[src/rtl/sram_port_arbiter.sv]
// Arbitrates the single-port data SRAM between the core load/store path and the host/debug port.
// The core wins by default; a starvation counter forces host progress and a burst counter bounds host ownership.
module sram_port_arbiter #(
  parameter int ADDR_W         = 8,
  parameter int DATA_W         = 8,
  parameter int STARVE_LIMIT   = 4,
  parameter int HOST_BURST_MAX = 4
) (
  input  logic              clk,
  input  logic              Reset,
  input  logic              core_req,
  input  logic              core_we,
  input  logic [ADDR_W-1:0] core_addr,
  input  logic [DATA_W-1:0] core_wdata,
  output logic              core_stall,
  output logic              core_rvalid,
  output logic [DATA_W-1:0] core_rdata,
  input  logic              host_req,
  input  logic              host_we,
  input  logic [ADDR_W-1:0] host_addr,
  input  logic [DATA_W-1:0] host_wdata,
  output logic              host_gnt,
  output logic              host_rvalid,
  output logic [DATA_W-1:0] host_rdata,
  output logic [ADDR_W-1:0] sram_addr,
  output logic [DATA_W-1:0] sram_wdata,
  output logic              SRAM_R,
  output logic              SRAM_W,
  input  logic [DATA_W-1:0] sram_rdata,
  output logic [1:0]        owner
);

  // Handshake: a requester holds req/we/addr/wdata until the cycle it sees
  // its grant (host_gnt=1, or core_req=1 with core_stall=0); that cycle is the access.
  typedef enum logic [1:0] {IDLE = 2'd0, CORE = 2'd1, HOST = 2'd2} state_t;

  localparam logic [3:0] STARVE_L = 4'(STARVE_LIMIT);
  localparam logic [3:0] BURST_L  = 4'(HOST_BURST_MAX);

  state_t     state_q, state_d;
  logic [3:0] host_wait_q, host_wait_d;
  logic [3:0] burst_cnt_q, burst_cnt_d;
  logic       core_rvalid_q, host_rvalid_q;
  logic [1:0] owner_q;
  logic       gnt_core, gnt_host;

  always_comb begin
    gnt_core    = 1'b0;
    gnt_host    = 1'b0;
    state_d     = IDLE;
    burst_cnt_d = 4'd0;
    if (state_q == HOST && host_req && burst_cnt_q < BURST_L) begin
      gnt_host    = 1'b1;
      state_d     = HOST;
      burst_cnt_d = burst_cnt_q + 4'd1;
    end else if (state_q == HOST && core_req) begin
      // One core access is owed after every host burst.
      gnt_core = 1'b1;
      state_d  = CORE;
    end else if (host_req && (!core_req || host_wait_q >= STARVE_L)) begin
      gnt_host    = 1'b1;
      state_d     = HOST;
      burst_cnt_d = 4'd1;
    end else if (core_req) begin
      gnt_core = 1'b1;
      state_d  = CORE;
    end
    if (!Reset) begin
      gnt_core = 1'b0;
      gnt_host = 1'b0;
    end
  end

  always_comb begin
    host_wait_d = host_wait_q;
    if (gnt_host) begin
      host_wait_d = 4'd0;
    end else if (host_req && host_wait_q < STARVE_L) begin
      host_wait_d = host_wait_q + 4'd1;
    end
  end

  always_ff @(posedge clk or negedge Reset) begin
    if (!Reset) begin
      state_q       <= IDLE;
      host_wait_q   <= 4'd0;
      burst_cnt_q   <= 4'd0;
      core_rvalid_q <= 1'b0;
      host_rvalid_q <= 1'b0;
      owner_q       <= 2'b00;
    end else begin
      state_q       <= state_d;
      host_wait_q   <= host_wait_d;
      burst_cnt_q   <= burst_cnt_d;
      core_rvalid_q <= gnt_core & ~core_we;
      host_rvalid_q <= gnt_host & ~host_we;
      owner_q       <= {gnt_host, gnt_core};
    end
  end

  assign core_stall  = core_req & ~gnt_core & Reset;
  assign host_gnt    = gnt_host;
  assign sram_addr   = gnt_host ? host_addr  : (gnt_core ? core_addr  : '0);
  assign sram_wdata  = gnt_host ? host_wdata : (gnt_core ? core_wdata : '0);
  assign SRAM_W      = (gnt_host & host_we) | (gnt_core & core_we);
  assign SRAM_R      = (gnt_host & ~host_we) | (gnt_core & ~core_we);
  assign core_rvalid = core_rvalid_q;
  assign host_rvalid = host_rvalid_q;
  assign core_rdata  = core_rvalid_q ? sram_rdata : '0;
  assign host_rdata  = host_rvalid_q ? sram_rdata : '0;
  assign owner       = owner_q;

endmodule

[config.mk]
export PLATFORM = sky130hd
export DESIGN_NAME = sram_port_arbiter
export DESIGN_NICKNAME = d
export VERILOG_FILES = /design/src/rtl/sram_port_arbiter.sv
export SDC_FILE = /design/constraint.sdc
export NUM_CORES = 1
export LEC_CHECK = 0
export ABC_CLOCK_PERIOD_IN_PS = 5050
export BUFFER_PORTS_ARGS = -buffer_cell sky130_fd_sc_hd__buf_4
export CORE_ASPECT_RATIO = 0.9
export CORE_UTILIZATION = 30
export CTS_BUF_LIST = sky130_fd_sc_hd__clkbuf_8
export CTS_CLUSTER_SIZE = 25
export DETAILED_ROUTE_END_ITERATION = 10
export PLACE_DENSITY = 0.67
export SYNTH_ARGS = -nofsm -noshare
export SYNTH_HDL_FRONTEND = slang
export SYNTH_SLANG_ARGS = --single-unit
[constraint.sdc]
create_clock -name clk -period 5.05 [get_ports clk]
set_input_delay 0.505 -clock clk [delete_from_list [all_inputs] [get_ports clk]]
set_output_delay 0.505 -clock clk [all_outputs]
set_load 0.03 [all_outputs]
==> metrics.md <==
| Metric | Value |
|---|---|
| Status | `completed` |
| Synth unique cells | `31` |
| Lkg Pwr | `1.05 nW` |
| Synthesis Warnings | `0` |
| RSZ-0062 raised after global routing | `no` |
| # nets final | `280` |
| Setup WS post-layout | `2210 ps` |
| Post-Syn Nets | `201` |
| Largest net degree at the start of global routing | `39` |
| Post-Synthesis Cells | `153` |
| Hold WC Path Type | `primary input to async pin` |
| Mapped Area | `1320 µm²` |
| Worst vdd ir | `0.115 mV` |
| Antenna cells | `0` |
| Period Utilization, post-route | `56.1%` |
| Fin. Hold Viols | `0` |
| Critical path class | `flop to output pin` |
| 1st-pass router iterations | `4` |
| Fin util | `48.7%` |
| Startpoint types | `flop` |
| Worst Setup End Kind | `output pin` |
| Num CTS Buffers | `3` |
| Crit path DAT | `2330 ps` |
| CTS sink count | `14` |
| Post-CTS setup buffers | `0` |
| Pwr Density | `253 nW/µm²` |
| Die Width | `71.9 µm` |
| Fin Clk Skew | `1.54 ps` |
| Number of H-tree levels | `1` |
| Gp weighted congestion | `0.773` |
| Max-Cap Viols | `0` |
| FP Rows | `22` |
| Setup tns final | `0 ps` |
| Core ar. | `4160 µm²` |
| Vias per cell | `4.99` |
| Commonest non-fill, non-tap cell in the layout | `buf_4` |
| Post-CTS sizing | `0` |
| Layout cells sized above 1 | `40.4%` |
| Io pins | `86` |
| WL final | `3730 µm` |
| Gr usage total | `15.8%` |
| # setup viols final | `0` |
| CTS Hold Bufs | `0` |
| Register area share after synthesis | `26.5%` |
| Slew headroom | `28.4%` |
| ANT nets after route | `0` |
| Final HPWL DP | `2710 µm` |
| Routed WL per cell | `12.9 µm` |
| Port Buffers | `85` |
| Measured slew at the worst slew-check pin | `1070 ps` |
| CP Max Fanout | `17` |
| Number of synthesized register bits | `14` |
| F_max | `353 MHz` |
| Deepest clock path buffer count | `2` |
| Number of cells after detailed placement | `287` |
| Die area | `4670 µm²` |
| Vias | `1,448` |
| Antenna violations before repair | `0` |
| Most frequent cells in the layout | `buf_4 (87), and2_1 (19), and3_1 (18), o31a_1 (18)` |
| Worst EP required | `4550 ps` |
| Total gr overflow | `0` |
| Chip Height | `64.9 µm` |
| Clock Latency Late Sink | `240 ps` |
| Initial DRC Count | `60` |
| Minimum clock period | `2840 ps` |
| Slew Limit Fails | `0` |
| CTS root buf | `clkbuf_8` |
| Reg-to-Reg End | `burst_cnt_q[0]` |
| Area Growth Syn to Fin | `53.3%` |
| Finished Layout Cells | `290` |
| Reg2reg start | `state_q[0]` |
| R2r setup slk | `3490 ps` |
| Worst-path clk slew | `50 ps` |
| Syn avg cell area | `8.63 µm²` |
| Post-place setup slack | `2460 ps` |
| Register-to-Register Path Depth | `4` |
| Starting Density | `31.8%` |
| DR DRC count | `0` |
| Vias in the first global route | `1,248` |
| First-pass GRT wire length | `5840 µm` |
| TritonCTS clock tree | `yes` |
## report_power, final
group / internal [W] / switching (W) / leakage (nW)
clock network: 0.0000525 / 0.0000345 / 0.0216
registers: 0.000131 / 0.0000124 / 0.182
logic: 0.000126 / 0.000155 / 0.851
## final cells by class
type	count	area, µm²
clock buffer	3	41.3
fill	409	2130
inverter	3	11.3
multi-input combinational	123	892
sequential	14	350
tap	60	75.1
timing repair buffer	87	653
## per-stage QoR
step | area [µm²] | hold slack (ps) | power [W]
after CTS | 2020 | 195 | 0.000516
after detailed placement | 1980 | 455 | 0.000428
after global placement | 1980 | 456 | 0.000425
after global routing | 2020 | 209 | 0.000549
final | 2020 | 189 | 0.000512
after floorplan | 1320 | 209 | 0.000328
## Yosys cell counts
library cell / number / share of area (%)
a22o_1: 17 / 11
nand2_1: 3 / 0.85
and2_1: 19 / 9.0
o22ai_1: 1 / 0.47
buf_1: 2 / 0.57
nand3_1: 2 / 0.76
nor2b_1: 3 / 1.4
buf_2: 2 / 0.76
clkbuf_1: 7 / 2.0
ha_1: 2 / 1.9
a21bo_2: 1 / 0.76
o31a_1: 18 / 12
nor4b_1: 1 / 0.66
dfrtp_1: 14 / 27
a21oi_1: 3 / 1.1
nor2_1: 4 / 1.1
buf_6: 2 / 1.7
o21a_1: 1 / 0.57
o211ai_1: 1 / 0.57
conb_1: 1 / 0.28
or2_1: 1 / 0.47
and3_1: 18 / 8.5
nor3_1: 3 / 1.1
inv_1: 3 / 0.85
xor2_1: 1 / 0.66
o21ai_0: 1 / 0.38
or4b_4: 1 / 1.0
a21o_1: 1 / 0.57
a21boi_0: 18 / 10
nand2b_4: 1 / 1.0
mux2i_1: 1 / 0.76
## cell families (layout without fill, tap and decap cells)
| logic type | after synthesis | in the layout | synth area share, % |
|---|---|---|---|
| compound gates | 62 | 62 | 37.9 |
| simple gates | 56 | 56 | 26.1 |
| buf+inv | 16 | 93 | 5.88 |
| flops | 14 | 14 | 26.5 |
| fa+ha+maj | 2 | 2 | 1.90 |
| other cells | 1 | 1 | 0.284 |
| xor+xnor | 1 | 1 | 0.664 |
| mux | 1 | 1 | 0.758 |
## metal layers
layer	GRT usage (%)	vias up	share of wire [%]
li1	-	730	-
met1	19.4	645	46
met2	26.5	69	44
met3	4.82	4	8.8
met4	4.41	0	1.4
met5	0	-	0
## sequential cells by signal, indices dropped and copies added, names as in the netlist
register and cells:
burst_cnt_q 4, host_wait_q 4, owner 2, state_q 2
core_rvalid 1, host_rvalid 1
## critical path, stage by stage (launching register included)
cell and delay, ps:
dfrtp_1 390, or2_1 260, a21boi_1 850, and3_1 260, o31a_1 160, buf_4 160
## how the worst max path moves through the flow
stage	depth (start not counted)	end	from	slack, ps
final	5	sram_addr[2]	host_wait_q[3]	2210
after global routing	5	SRAM_W	host_wait_q[3]	2080
after CTS	5	SRAM_W	host_wait_q[3]	2200
after detailed placement	5	SRAM_W	host_wait_q[3]	2460
after global placement	5	SRAM_W	host_wait_q[3]	2520
after floorplan	6	sram_addr[5]	host_req	2610
Power figures use the tool's default switching activity.
